File: config.mk
export PLATFORM = sky130hd
export DESIGN_NAME = cmp_unit_pipe
export DESIGN_NICKNAME = d
export VERILOG_FILES = /design/src/rtl/cmp_unit_pipe.sv
export SDC_FILE = /design/constraint.sdc
export NUM_CORES = 1
export LEC_CHECK = 0
export ABC_CLOCK_PERIOD_IN_PS = 4000
export BUFFER_PORTS_ARGS = -buffer_cell sky130_fd_sc_hd__buf_2
export CORE_AREA = 10 10 96 140
export DETAILED_ROUTE_END_ITERATION = 6
export DIE_AREA = 0 0 106 150
export GPL_ROUTABILITY_DRIVEN = 0
export PLACE_DENSITY = 0.71
export SETUP_SLACK_MARGIN = 0.2
export SYNTH_ARGS = -nofsm -noshare
export SYNTH_HDL_FRONTEND = slang
export SYNTH_SLANG_ARGS = --single-unit
File: constraint.sdc
create_clock -name CLK -period 4 [get_ports CLK]
set_input_delay 0.8 -clock CLK [delete_from_list [all_inputs] [get_ports CLK]]
set_output_delay 0.8 -clock CLK [all_outputs]
set_load 0.02 [all_outputs]
File: src/rtl/cmp_unit_pipe.sv
// cmp_unit_pipe
//   Pipelined comparator for the signed ALU. Each accepted op (CMP_Enable=1)
//   is evaluated on the cycle it is presented and then travels through
//   PIPE_STAGES registers together with its valid bit, so results appear
//   PIPE_STAGES cycles after issue at a rate of one op per cycle.
//   A separate running tracker keeps min/max/count of operand A with a
//   single-cycle update, independent of the pipeline depth.
//
// Ports
//   CLK, RST      clock (rising edge), synchronous active-high reset
//   A, B          operands (DATA_WIDTH)
//   CMP_Enable    input valid; operands, select and mode sampled together
//   CMP_FUN_SEL   function: NOP/EQ/GT/LT/NE/GE/MIN/MAX
//   SIGNED_MODE   1 = two's-complement compare, 0 = unsigned
//   ACC_CLR       clear the running tracker (a same-cycle sample is loaded)
//   CMP_OUT       compare code, or selected operand for MIN/MAX (OUT_WIDTH)
//   CMP_Result    predicate outcome
//   CMP_Flag      output valid
//   RUN_MIN/MAX   running min/max of A over tracked samples
//   SAMPLE_CNT    tracked sample count, saturating at all-ones
//   RUN_VALID     tracker holds at least one sample
module cmp_unit_pipe #(
  parameter int DATA_WIDTH  = 16,
  parameter int OUT_WIDTH   = 16,
  parameter int PIPE_STAGES = 2,
  parameter int CNT_WIDTH   = 8
) (
  input  logic                  CLK,
  input  logic                  RST,
  input  logic [DATA_WIDTH-1:0] A,
  input  logic [DATA_WIDTH-1:0] B,
  input  logic                  CMP_Enable,
  input  logic [2:0]            CMP_FUN_SEL,
  input  logic                  SIGNED_MODE,
  input  logic                  ACC_CLR,
  output logic [OUT_WIDTH-1:0]  CMP_OUT,
  output logic                  CMP_Result,
  output logic                  CMP_Flag,
  output logic [DATA_WIDTH-1:0] RUN_MIN,
  output logic [DATA_WIDTH-1:0] RUN_MAX,
  output logic [CNT_WIDTH-1:0]  SAMPLE_CNT,
  output logic                  RUN_VALID
);

  localparam logic [2:0] FN_NOP = 3'b000;
  localparam logic [2:0] FN_EQ  = 3'b001;
  localparam logic [2:0] FN_GT  = 3'b010;
  localparam logic [2:0] FN_LT  = 3'b011;
  localparam logic [2:0] FN_NE  = 3'b100;
  localparam logic [2:0] FN_GE  = 3'b101;
  localparam logic [2:0] FN_MIN = 3'b110;
  localparam logic [2:0] FN_MAX = 3'b111;

  // a < b under the selected interpretation
  function automatic logic a_lt_b(input logic [DATA_WIDTH-1:0] a,
                                  input logic [DATA_WIDTH-1:0] b,
                                  input logic                  sgn);
    logic signed [DATA_WIDTH-1:0] sa;
    logic signed [DATA_WIDTH-1:0] sb;
    sa = a;
    sb = b;
    if (sgn) return (sa < sb);
    else     return (a < b);
  endfunction

  // Widen a selected operand: sign-extend in signed mode, zero-extend otherwise
  function automatic logic [OUT_WIDTH-1:0] ext_op(input logic [DATA_WIDTH-1:0] x,
                                                  input logic                  sgn);
    logic signed [DATA_WIDTH-1:0] sx;
    sx = x;
    if (sgn) return OUT_WIDTH'(sx);
    else     return OUT_WIDTH'(x);
  endfunction

  function automatic logic [CNT_WIDTH-1:0] sat_inc(input logic [CNT_WIDTH-1:0] c);
    if (&c) return c;
    else    return c + CNT_WIDTH'(1);
  endfunction

  // ---- stage p0: evaluate the op presented this cycle ----
  logic                 lt_p0, gt_p0, eq_p0;
  logic [OUT_WIDTH-1:0] cmp_out_d;
  logic                 res_d;

  always_comb begin
    eq_p0     = (A == B);
    lt_p0     = a_lt_b(A, B, SIGNED_MODE);
    gt_p0     = a_lt_b(B, A, SIGNED_MODE);
    cmp_out_d = '0;
    res_d     = 1'b0;
    if (CMP_Enable) begin
      unique case (CMP_FUN_SEL)
        FN_NOP: res_d = 1'b0;
        FN_EQ:  res_d = eq_p0;
        FN_GT:  res_d = gt_p0;
        FN_LT:  res_d = lt_p0;
        FN_NE:  res_d = !eq_p0;
        FN_GE:  res_d = !lt_p0;
        FN_MIN: res_d = !gt_p0;  // A <= B selects A
        FN_MAX: res_d = !lt_p0;  // A >= B selects A
        default: res_d = 1'b0;
      endcase
      unique case (CMP_FUN_SEL)
        FN_EQ:  cmp_out_d = res_d ? OUT_WIDTH'(1) : '0;
        FN_GT:  cmp_out_d = res_d ? OUT_WIDTH'(2) : '0;
        FN_LT:  cmp_out_d = res_d ? OUT_WIDTH'(3) : '0;
        FN_NE:  cmp_out_d = res_d ? OUT_WIDTH'(4) : '0;
        FN_GE:  cmp_out_d = res_d ? OUT_WIDTH'(5) : '0;
        FN_MIN: cmp_out_d = ext_op(res_d ? A : B, SIGNED_MODE);
        FN_MAX: cmp_out_d = ext_op(res_d ? A : B, SIGNED_MODE);
        default: cmp_out_d = '0;
      endcase
    end
  end

  // ---- stages p1..pN: delay line carrying result with its valid ----
  logic [OUT_WIDTH-1:0] cmp_out_q [PIPE_STAGES];
  logic                 res_q     [PIPE_STAGES];
  logic                 vld_q     [PIPE_STAGES];

  always_ff @(posedge CLK) begin
    if (RST) begin
      for (int i = 0; i < PIPE_STAGES; i++) begin
        cmp_out_q[i] <= '0;
        res_q[i]     <= 1'b0;
        vld_q[i]     <= 1'b0;
      end
    end else begin
      cmp_out_q[0] <= cmp_out_d;
      res_q[0]     <= res_d;
      vld_q[0]     <= CMP_Enable;
      for (int i = 1; i < PIPE_STAGES; i++) begin
        cmp_out_q[i] <= cmp_out_q[i-1];
        res_q[i]     <= res_q[i-1];
        vld_q[i]     <= vld_q[i-1];
      end
    end
  end

  assign CMP_OUT    = cmp_out_q[PIPE_STAGES-1];
  assign CMP_Result = res_q[PIPE_STAGES-1];
  assign CMP_Flag   = vld_q[PIPE_STAGES-1];

  // ---- running tracker: single-cycle update ----
  logic [DATA_WIDTH-1:0] min_q, min_d;
  logic [DATA_WIDTH-1:0] max_q, max_d;
  logic [CNT_WIDTH-1:0]  cnt_q, cnt_d;
  logic                  tvld_q, tvld_d;

  always_comb begin
    min_d  = min_q;
    max_d  = max_q;
    cnt_d  = cnt_q;
    tvld_d = tvld_q;
    if (ACC_CLR || (CMP_Enable && !tvld_q)) begin
      // Clear, then load the same-cycle sample if one is present
      min_d  = CMP_Enable ? A : '0;
      max_d  = CMP_Enable ? A : '0;
      cnt_d  = CMP_Enable ? CNT_WIDTH'(1) : '0;
      tvld_d = CMP_Enable;
    end else if (CMP_Enable) begin
      if (a_lt_b(A, min_q, SIGNED_MODE)) min_d = A;
      if (a_lt_b(max_q, A, SIGNED_MODE)) max_d = A;
      cnt_d = sat_inc(cnt_q);
    end
  end

  always_ff @(posedge CLK) begin
    if (RST) begin
      min_q  <= '0;
      max_q  <= '0;
      cnt_q  <= '0;
      tvld_q <= 1'b0;
    end else begin
      min_q  <= min_d;
      max_q  <= max_d;
      cnt_q  <= cnt_d;
      tvld_q <= tvld_d;
    end
  end

  assign RUN_MIN    = min_q;
  assign RUN_MAX    = max_q;
  assign SAMPLE_CNT = cnt_q;
  assign RUN_VALID  = tvld_q;

endmodule

# == Yosys cells after proc, flatten, opt, wreduce, memory -nomap -nowiden ==
# Memory sizes are Yosys's and may differ from the RTL's.
# Cells that the tools add are included.
# op_classes
n_addsub,1
magnitude_cmp,8
n_eq_ne,9
n_mux,39
bitwise,6
reduce_logical,16
# op_table
operator,n
2-to-1 mux 16 bit,11
less-than comparator 16 bit,8
one-hot mux 16 bit (6 select lines),1
2-to-1 mux 8 bit,3
2-to-1 mux 1 bit,19
== test 16 bit,1
== test 3 bit (second input constant),4
adder 8 x 1 -> 8 bit (second input constant),1
AND reduction 8 bit,1
one-hot mux 1 bit (7 select lines),1
== test 3 x 2 -> 1 bit (second input constant),2
2-to-1 mux 3 bit,2
OR 1 bit,6
AND reduction 2 bit,3
nonzero test 2 bit,3
logical NOT 1 bit,4
2-to-1 mux 2 bit,2
OR reduction 2 bit,2
== test 3 x 1 -> 1 bit (second input constant),1
logical NOT 3 bit,1
inequality test 2 bit (second input constant),1
logical AND 1 bit,1
logical OR 1 bit,1
# word_totals
reg_bits,41
mem_bits_rw,36
input_bits,40
output_inout_bits,59
word_cells,86
n_memories,3
# memory_table
memory,depth,width,rd,rd_clocked_by_memory_dff,wr,line_no,text
cmp_out_q,2,16,2,0,2,117,logic [OUT_WIDTH-1:0] cmp_out_q [PIPE_STAGES];
res_q,2,1,2,0,2,118,logic res_q [PIPE_STAGES];
vld_q,2,1,2,0,2,119,logic vld_q [PIPE_STAGES];

# == Logic depth before layout (Yosys ltp) ==
# Gate-level depths: netlist of run 1.
# logic_depth
word_depth,9
depth_mapped,12

# == Worst setup path before layout of run 1 ==
# OpenSTA, ideal clock, no wires.
# synth_path
path_kind,input -> register
start,input A[15]
end,memory cmp_out_q[0][2]
setup_time_ps,119
arrival_ps,2955
required_time_ps,3881
setup_slack_ps,926
stages,12
n_path_buf,2
cell_sequence,inv_1 > ha_1 > nand4_4 > nor4_4 > a21bo_1 > o2111ai_2 > mux2i_1 > nand4_1 > a311o_1 > buf_6 > buf_12 > mux2i_1
# synth_rtl
item,line_no,text
"start, declared",30,"input logic [DATA_WIDTH-1:0] A,"
"end, declared",117,

==> results of run 1 <==
==> power groups by stage <==
stage,Sequential (mW),Combinational (mW),Clock (mW)
final,0.835,0.503,0.796
after global routing,0.839,0.556,0.843
after detailed placement,0.851,0.499,0
after global placement,0.850,0.484,0
after floorplan,0.885,0.313,0
after CTS,0.834,0.502,0.809
==> kinds of logic after synthesis <==
group	share of synthesized area
fa+ha+maj	0.148
flops	0.290
buf+inv	0.0899
compound gates	0.162
mux	0.0358
simple gates	0.266
xor+xnor	0.00824
==> worst max-delay path, stage by stage <==
cell and delay, ns:
buf_2 0.18, inv_1 0.10, ha_1 0.33, nand4_1 0.20
nor2_1 0.09, a211oi_1 0.20, nor3b_1 0.29, mux2i_1 0.27
and3_1 0.18, a311o_1 0.83, mux2i_1 0.30
==> synthesized netlist by cell type, types with 2 or more instances <==
library cell and n:
mux2i_1 19, o21ai_1 3, a32oi_1 32, nor2b_1 23, buf_4 16, nor2_1 54
ha_1 63, and3_1 4, or3_1 3, and3b_1 2, inv_1 48, clkbuf_1 36
nand3_1 75, nand2_1 55, o21ai_0 41, buf_1 3, nor3b_1 18, nand4_1 9
xor2_1 4, nor3_1 22, nor4_1 2, nand2b_1 4, a21o_1 22, a21oi_1 26
dfxtp_1 77
==> metal layers <==
metal / track usage / vias to the layer above / wire (µm)
met2: 0.327 / 168 / 7510
met1: 0.197 / 2341 / 5870
met4: 0.0883 / 0 / 423
met3: 0.0396 / 34 / 840
met5: 0 / - / 0
li1: - / 2495 / -
==> stage by stage <==
stage / hold WS (ns) / utilization / setup WS (ns)
global route: 0.452 / 0.552 / 0.200
detailed placement: 0.424 / 0.526 / 0.135
finish: 0.434 / 0.552 / 0.468
CTS: 0.436 / 0.552 / 0.466
floorplan: 0.414 / - / 0.926
global placement: 0.420 / 0.526 / 0.361
==> path summary, 6_finish.rpt <==
path,from,to,slack [ns],depth (start not counted)
max,A[10],cmp_out_q[0][4],0.47,11
min,cmp_out_q[0][1],cmp_out_q[0][17],0.43,1
max reg2reg,RUN_MAX[9],RUN_MAX[9],1.63,8
min reg2reg,cmp_out_q[0][1],cmp_out_q[0][17],0.43,1
==> flip-flops by register name, summed over array words and instances (netlist names) <==
signal / count
res_q: 2
cmp_out_q: 32
vld_q: 2
SAMPLE_CNT: 8
RUN_VALID: 1
RUN_MIN: 16
RUN_MAX: 16
==> placed cells by master (no fill, tap or decap), drive strengths merged, types with 2 or more instances in the layout <==
cell type	n
buf	105
dfxtp	77
nand3	75
ha	63
nand2	56
nor2	54
inv	48
o21ai	44
a32oi	32
a21oi	26
nor2b	23
a21o	22
nor3	22
mux2i	19
nor3b	18
clkbuf	12
nand4	10
and3	4
nand2b	4
xor2	4
or3	3
nor4	3
and3b	2
==> area by class of cell <==
cell class,count,area share
Antenna cell,1,0.000414
Clock buffer,12,0.0408
Multi-Input combinational cell,496,0.548
Inverter,48,0.0298
Timing Repair Buffer,105,0.0899
Tap cell,147,0.0304
Sequential cell,77,0.255
Clock inverter,2,0.00580
==> reports/qor.csv, run 1 <==
metric,value,unit
setup repair after global routing missed its margin,no,
number of global-route vias before repair,5073,
H-tree levels,3,
"final std cell area, no fill",6040,µm²
Fmax achieved,283,MHz
portion of synthesized cell area occupied by the leading cell type,0.290,
Post-Syn Nets,781,
library cells used by synthesis,42,
1st-iter DRT viols,215,
number of hold buffers added after CTS,0,
"Reg clk slew, reported paths",0.05,ns
largest net degree at the start of global routing,57,
Power per Cell Area,353,nW/µm²
worst IR drop on VDD,0.233,mV
area of combinational cells with multiple inputs,3310,µm²
post-layout minimum cycle time,3.53,ns
number of nets still failing antenna checks after routing,0,
number of antenna violations at the first check in global routing,1,
total setup buffers inserted after CTS,0,
DIE AREA,15900,µm²
Bufs on Longest Clock Path,2,
sequential share of power,0.391,
mean routed wirelength per cell,16.5,µm
worst endpoint data arrival time,3.78,ns
CP required,4.25,ns
Clock power frac,0.373,
register bit total from synthesis,77,
All-Layer GR Usage,0.182,
wire length of the first global-routing pass,24.0,mm
Starting Density,0.486,
number of nets in the layout,840,
number of maximum-capacitance violations,0,
number of top-level pins,99,
Finish-stage setup viols,0,
Worst setup EP type,register,
YS warnings,0,
worst-skew pair later-pin latency,0.34,ns
Pint,1.48,mW
sequential element share of the synthesized area,0.290,
count of final hold-check violations,0,
CTS Root Buffer Type,clkbuf_16,
Synth-to-Final Area Change,13.7,%
max-slew violation count,0,
post-synthesis cell area,5310,µm²
power share of the combinational group,0.236,
sinks on the clock net,77,
worst max-slew margin expressed relative to the limit,0.184,
largest cells by area after synthesis,"dfxtp_1, ha_1, nand3_1",
number of enable-type register cells in the synthesized netlist,0,
Avg Vias per Cell,5.67,
kind of start point of the critical path,input pin,
most used flip-flop cell after synthesis,dfxtp_1,
Die W,106,µm
total power of the final layout,2.13,mW
fraction of final layout cells with drive strength greater than 1,0.170,
floorplan die height,150,µm
post-route DRC violation count,0,
transition time at the pin with the least slew margin,1.22,ns
area inside the core boundary,10900,µm²
worst-path maximum fanout,17,
worst min path class,register to register,
number of buffers inserted during clock tree synthesis,9,
outcome,"finished, final reports clean",
Setup Skew,0.00385,ns
area of placed instances,5760,µm²
register cell area after layout,1540,µm²
clock tree from TritonCTS,done,
via count,5038,
fin crit share,0.883,
port bufs,98,
Initial DRT Pass Iterations,5,
Site Rows,47,
final sum of negative setup slack,0,ns
fraction of power spent switching nets,0.306,
number of inserted filler cells in the final layout,1076,
Syn Inst Count,678,
share of synthesized flip-flops with an asynchronous set or reset,0,
Congestion Overflow GR,0,
half-perimeter wire length after detailed placement,11.2,mm
number of standard cells in the final layout excluding fillers,888,
Post-Place Cells,873,
Net Switching,0.652,mW
post-cts repair resize count,0,
Routed Wire Length,14.6,mm
post-synthesis average cell area,7.84,µm²
post-synth top area cell,dfxtp_1,
Leak Pwr,2.86,nW
category of the critical setup timing path,input pin to register,
(Power assumes the default switching activity.)
==> inputs of run 2 (changes only) <==
--- a/config.mk
+++ b/config.mk
@@ -11,7 +11,8 @@
 export DETAILED_ROUTE_END_ITERATION = 6
 export DIE_AREA = 0 0 106 150
 export GPL_ROUTABILITY_DRIVEN = 0
-export PLACE_DENSITY = 0.71
+export PLACE_DENSITY = 0.77
+export RECOVER_POWER = 100
 export SETUP_SLACK_MARGIN = 0.2
 export SYNTH_ARGS = -nofsm -noshare
 export SYNTH_HDL_FRONTEND = slang
==> run 2 against run 1 <==
Against the previous run:
- worst setup slack lost 0.0063 ns
- combinational power down 2%
- critical path type unchanged
- largest power group unchanged
- first-iteration DRC count rose by 26%
- the run now ends with capacitance limit, slew limit left
==> reports/qor.csv, run 2 (synthesized netlist as in run 1, its figures left out) <==
metric,value,unit,change
outcome,"complete, but fails checks",,
failing checks,"capacitance limit, slew limit",,
fin crit share,0.885,,+0.00157
number of antenna violations at the first check in global routing,1,,unchanged
number of inserted filler cells in the final layout,1071,,-0.46%
number of buffer and inverter instances along the worst setup path,3,,+1
Avg Vias per Cell,5.71,,+0.64%
sequential share of power,0.391,,about the same
worst max-slew margin expressed relative to the limit,-0.747,,-0.930
worst-skew pair later-pin latency,0.33,ns,about the same
power share of the combinational group,0.230,,-0.006
largest net degree at the start of global routing,57,,unchanged
"Reg clk slew, reported paths",0.06,ns,about the same
number of nets still failing antenna checks after routing,0,,unchanged
worst-path maximum fanout,56,,+39
delay contributed by the slowest stage of the critical path,1.88,ns,+1.05 ns
post-cts repair resize count,0,,unchanged
Site Rows,47,,unchanged
"commonest non-fill, non-tap cell in the layout",dfxtp_1,,
number of standard cells in the final layout excluding fillers,888,,unchanged
worst min path class,register to register,,
Clock power frac,0.379,,+0.006
half-perimeter wire length after detailed placement,11.1,mm,-0.87%
CTS Root Buffer Type,clkbuf_16,,
category of the critical setup timing path,input pin to register,,
number of nets in the layout,838,,-0.24%
Initial DRT Pass Iterations,5,,unchanged
setup repair after global routing missed its margin,no,,
Power per Cell Area,358,nW/µm²,+1.5%
number of top-level pins,99,,unchanged
worst IR drop on VDD,0.217,mV,-6.6%
Die W,106,µm,unchanged
1st-iter DRT viols,271,,+26%
transition time at the pin with the least slew margin,2.62,ns,+1.40 ns
Routed Wire Length,14.7,mm,+0.44%
count of final hold-check violations,0,,unchanged
CP required,4.20,ns,-0.05 ns
clock tree from TritonCTS,done,,
mean routed wirelength per cell,16.6,µm,+0.44%
number of buffers inserted during clock tree synthesis,9,,unchanged
slowest CP cell,clkbuf_1,,
H-tree levels,3,,unchanged
floorplan die height,150,µm,unchanged
Leak Pwr,2.61,nW,-8.7%
CP top delay family,buffers and inverters,,
Post-Place Cells,871,,-0.23%
Synth-to-Final Area Change,12.2,%,
post-layout util,0.545,,-0.00744
DIE AREA,15900,µm²,unchanged
Setup Skew,0.00345,ns,-0.000404 ns
post-route DRC violation count,0,,unchanged
port bufs,98,,unchanged
sinks on the clock net,77,,unchanged
Starting Density,0.486,,unchanged
Net Switching,0.661,mW,+1.3%
max-slew violation count,57,,+57
total setup buffers inserted after CTS,0,,unchanged
area inside the core boundary,10900,µm²,unchanged
via count,5070,,+0.64%
number of global-route vias before repair,5084,,+0.22%
number of hold buffers added after CTS,0,,unchanged
Fmax achieved,283,MHz,-0.18%
post-layout minimum cycle time,3.54,ns,+0.00628 ns
most frequent CP cell,clkbuf_1,,
kind of start point of the critical path,input pin,,
wire length of the first global-routing pass,24.2,mm,+0.86%
max FFs per register,32,,unchanged
final sum of negative setup slack,0,ns,unchanged
Bufs on Longest Clock Path,2,,unchanged
fraction of final layout cells with drive strength greater than 1,0.0878,,-0.0824
Reg with most FFs,cmp_out_q,,
Worst setup EP type,register,,
Pint,1.48,mW,-0.38%
Congestion Overflow GR,0,,unchanged
total power of the final layout,2.14,mW,+0.15%
All-Layer GR Usage,0.182,,-0.000235
number of maximum-capacitance violations,1,,+1
chain of cells forming the critical path,clkbuf_1 > clkbuf_1 > nor2_2 > buf_4 > nand2_1 > nor2_1 > o21ai_0 > nand3_1,,
worst endpoint data arrival time,3.74,ns,-0.04 ns
Finish-stage setup viols,0,,unchanged
fraction of power spent switching nets,0.309,,+0.00365
most frequent cells in the layout,"dfxtp_1, nand3_1, ha_1, clkbuf_1, nand2_1",,
-- run 2: cell types whose count changed in the layout (fill, tap and decap cells not counted), sizes merged --
cell      change
clkinv        +1
clkbuf       +61
buf          -63
clkinvlp      +1
-- run 2: worst register-to-register path: cells and delay by family (launching register included) --
family	cells	cell delay, ns
buffers and inverters	1	0.07
and+or+nand+nor	2	0.21
AOI/OAI and AO/OA	5	1.38
adders and majority gates	1	0.29
DFF	1	0.33
-- run 2: final timing paths --
check,from,end,slack [ns],cells past startpoint
worst min-delay path,cmp_out_q[0][4],cmp_out_q[0][20],0.44,1
worst max-delay path,RST,RUN_MAX[3],0.46,8
worst max register to register,RUN_MIN[9],RUN_MIN[14],1.58,9
worst min register to register,cmp_out_q[0][4],cmp_out_q[0][20],0.44,1
-- run 2: cell type report --
class	count	area, µm²	share of cell area
Antenna cell	1	2.50	0.000420
Clock inverter	4	47.5	0.00798
Multi-Input combinational cell	496	3310	0.555
Sequential cell	77	1540	0.259
Clock buffer	12	246	0.0414
Inverter	48	180	0.0302
Timing Repair Buffer	103	449	0.0754
Tap cell	147	184	0.0309
-- run 2: layer usage --
metal  track usage  vias to the layer above  wire length, µm
li1              -                     2494                -
met1         0.204                     2347             6130
met2         0.323                      200             7480
met3        0.0293                       29              694
met4        0.0917                        0              405
met5             0                        -                0
-- run 2: metrics by stage --
stage | worst slack [ns] | hold WS [ns] | cell area [µm²]
2_1_floorplan | 0.926 | 0.414 | 5310
3_3_place_gp | 0.362 | 0.427 | 5740
3_5_place_dp | 0.193 | 0.424 | 5740
4_1_cts | 0.511 | 0.437 | 6040
5_1_grt | 0.197 | 0.454 | 5960
6_report | 0.461 | 0.436 | 5960
-- run 2: power by group through the flow --
| stage | clock, mW | combinational, mW | sequential (mW) |
|---|---|---|---|
| floorplan | 0 | 0.313 | 0.885 |
| global placement | 0 | 0.478 | 0.850 |
| detailed placement | 0 | 0.494 | 0.851 |
| CTS | 0.825 | 0.498 | 0.835 |
| global route | 0.850 | 0.545 | 0.841 |
| finish | 0.810 | 0.491 | 0.836 |
==> inputs of run 3 (changes only) <==
--- a/config.mk
+++ b/config.mk
@@ -5,13 +5,13 @@
 export SDC_FILE = /design/constraint.sdc
 export NUM_CORES = 1
 export LEC_CHECK = 0
-export ABC_CLOCK_PERIOD_IN_PS = 4000
+export ABC_CLOCK_PERIOD_IN_PS = 2900
 export BUFFER_PORTS_ARGS = -buffer_cell sky130_fd_sc_hd__buf_2
 export CORE_AREA = 10 10 96 140
 export DETAILED_ROUTE_END_ITERATION = 6
 export DIE_AREA = 0 0 106 150
 export GPL_ROUTABILITY_DRIVEN = 0
-export PLACE_DENSITY = 0.77
+export PLACE_DENSITY = 0.8
 export RECOVER_POWER = 100
 export SETUP_SLACK_MARGIN = 0.2
 export SYNTH_ARGS = -nofsm -noshare
==> constraint.sdc (replaced) <==
create_clock -name CLK -period 2.9 [get_ports CLK]
set_input_delay 0.58 -clock CLK [delete_from_list [all_inputs] [get_ports CLK]]
set_output_delay 0.58 -clock CLK [all_outputs]
set_load 0.02 [all_outputs]
==> run 3 against run 2 <==
Against the previous run:
- clock power up 35%
- die area unchanged
- utilization up 5.5 points
- clock skew up 0.0041 ns
- first-iteration DRC count increased by 18%
- sequential cell count unchanged
- largest power group unchanged
- worst setup slack got worse by 0.33 ns
- clock-buffer cell count fell by 2
- hold slack got worse by 0.0046 ns
- critical path type unchanged
- via count up 4.4%
- total power grew 43%
- wire length up 8.1%
- the run now ends clean
==> reports/qor.csv, run 3 (synthesized netlist as in run 1, its figures left out) <==
metric,value,unit,change
outcome,"finished, final reports clean",,
Power per Cell Area,466,nW/µm²,+30%
All-Layer GR Usage,0.188,,+0.00618
transition time at the pin with the least slew margin,0.850,ns,-1.77 ns
Finish-stage setup viols,0,,unchanged
setup repair after global routing missed its margin,yes,,
Met1 Routed Length,6.19,mm,+0.93%
number of nets still failing antenna checks after routing,0,,unchanged
Clock power frac,0.357,,-0.022
worst endpoint data arrival time,2.98,ns,-0.76 ns
number of maximum-capacitance violations,0,,-1
total power of the final layout,3.06,mW,+43%
Synth-to-Final Area Change,23.4,%,
CTS Root Buffer Type,clkbuf_16,,
max-slew violation count,0,,-100%
"final std cell area, no fill",6560,µm²,+10%
worst IR drop on VDD,0.313,mV,+44%
FF-to-FF setup slack,0.79,ns,-0.79 ns
number of global-route vias before repair,5165,,+1.6%
Die W,106,µm,unchanged
area of placed instances,6140,µm²,+6.9%
Bufs on Longest Clock Path,2,,unchanged
detailed route wirelength on metal2,8.28,mm,+11%
fraction of power spent switching nets,0.313,,+0.00405
number of nets in the layout,883,,+5.4%
post-layout util,0.600,,+0.0547
worst-path maximum fanout,4,,-93%
wire length of the first global-routing pass,24.7,mm,+1.9%
Pint,2.10,mW,+42%
Worst setup EP type,register,,
worst-skew pair later-pin latency,0.34,ns,about the same
CP top delay family,compound AO/OA/AOI/OAI gates,,
H-tree levels,3,,unchanged
DIE AREA,15900,µm²,unchanged
"commonest non-fill, non-tap cell in the layout",dfxtp_1,,
Avg Vias per Cell,5.68,,-0.49%
Site Rows,47,,unchanged
Fmax achieved,361,MHz,
max FFs per register,32,,unchanged
half-perimeter wire length after detailed placement,12.0,mm,+7.5%
Net Switching,0.957,mW,+45%
highest metal layer with signal wires,met4,,
sequential share of power,0.376,,-0.015
fraction of final layout cells with drive strength greater than 1,0.170,,+0.0818
number of inserted filler cells in the final layout,1014,,-5.3%
worst setup slack after placement,-0.179,ns,-0.372 ns
count of final hold-check violations,0,,unchanged
number of buffers inserted during clock tree synthesis,9,,unchanged
sinks on the clock net,77,,unchanged
post-route DRC violation count,0,,unchanged
clock tree from TritonCTS,done,,
fin crit share,0.954,,
floorplan die height,150,µm,unchanged
number of antenna violations at the first check in global routing,1,,unchanged
area inside the core boundary,10900,µm²,unchanged
Setup Skew,0.00755,ns,+0.00410 ns
met3 wire length,889,µm,+28%
Congestion Overflow GR,0,,unchanged
CP required,3.12,ns,-1.08 ns
port bufs,98,,unchanged
category of the critical setup timing path,input pin to register,,
kind of start point of the critical path,input pin,,
Starting Density,0.486,,unchanged
number of buffer and inverter instances along the worst setup path,2,,-1
chain of cells forming the critical path,buf_4 > ha_4 > nand4_1 > nor4_4 > a21bo_1 > o2111ai_2 > mux2i_1 > nand4_1 > a311o_2 > clkbuf_2 > mux2i_1,,
worst min path class,register to register,,
register cell area after layout,1540,µm²,unchanged
mean routed wirelength per cell,17.1,µm,+3.0%
Leak Pwr,2.85,nW,+9.4%
power share of the combinational group,0.267,,+0.037
1st-iter DRT viols,319,,+18%
delay contributed by the slowest stage of the critical path,0.44,ns,-1.44 ns
number of top-level pins,99,,unchanged
"Reg clk slew, reported paths",0.05,ns,about the same
most frequent cells in the layout,"dfxtp_1, nand3_1, clkbuf_1",,
via count,5295,,+4.4%
worst max-slew margin expressed relative to the limit,0.433,,+1.18
slowest CP cell,a311o_2,,
area of combinational cells with multiple inputs,3450,µm²,+4.3%
largest net degree at the start of global routing,49,,-14%
post-layout minimum cycle time,2.77,ns,
Initial DRT Pass Iterations,5,,unchanged
Reg with most FFs,cmp_out_q,,
final worst slack,0.132,ns,-0.330 ns
Routed Wire Length,15.9,mm,+8.1%
==> run 3: final timing paths <==
check,end,cells after the start,from
setup reg to reg,RUN_MIN[8],9,RUN_MIN[1]
hold reg to reg,res_q[0][1],1,res_q[0][0]
hold / removal,res_q[0][1],1,res_q[0][0]
setup / recovery,cmp_out_q[0][7],11,B[10]
==> run 3: repair_timing <==
action	in CTS	in global routing
pin swaps	1	9
gates resized for setup	2	31
setup buffers	0	7
gates cloned	0	2
hold endpoints to repair	0	0
endpoints found under the setup margin	16	17
hold buffers	0	0
==> run 3: worst reg2reg max path: stages (launching register included) <==
cell and delay, ns:
dfxtp_1 0.33, inv_1 0.06, ha_1 0.27, a21o_1 0.15
a21o_1 0.16, a21o_1 0.17, a21o_1 0.18, a21o_1 0.39
nand3_1 0.16, nand3_1 0.10
==> run 3: layout make-up <==
class / count / share of cell area
Timing Repair Buffer: 148 / 0.135
Multi-Input combinational cell: 496 / 0.526
Clock buffer: 10 / 0.0349
Tap cell: 147 / 0.0280
Sequential cell: 77 / 0.235
Antenna cell: 1 / 0.000382
Clock inverter: 5 / 0.00801
Inverter: 48 / 0.0320
==> run 3: metrics by stage <==
| stage | TNS (ns) | std cells | hold slack (ns) |
|---|---|---|---|
| 4_1_cts | 0 | 922 | 0.433 |
| 3_5_place_dp | -2.75 | 907 | 0.420 |
| 5_1_grt | 0 | 932 | 0.449 |
| 6_report | 0 | 932 | 0.431 |
| 2_1_floorplan | 0 | 678 | 0.414 |
| 3_3_place_gp | -0.777 | 907 | 0.423 |
==> run 3: power by group through the flow <==
stage	Sequential, mW	Combinational, mW	Clock (mW)
3_5_place_dp	1.17	0.768	0
3_3_place_gp	1.17	0.740	0
5_1_grt	1.16	0.887	1.15
4_1_cts	1.15	0.777	1.11
6_report	1.15	0.815	1.09
2_1_floorplan	1.22	0.443	0
==> run 3: metal layers <==
metal | up-vias | track usage
met3 | 43 | 0.0456
met1 | 2461 | 0.196
met4 | 0 | 0.0910
met5 | - | 0
met2 | 206 | 0.342
li1 | 2585 | -
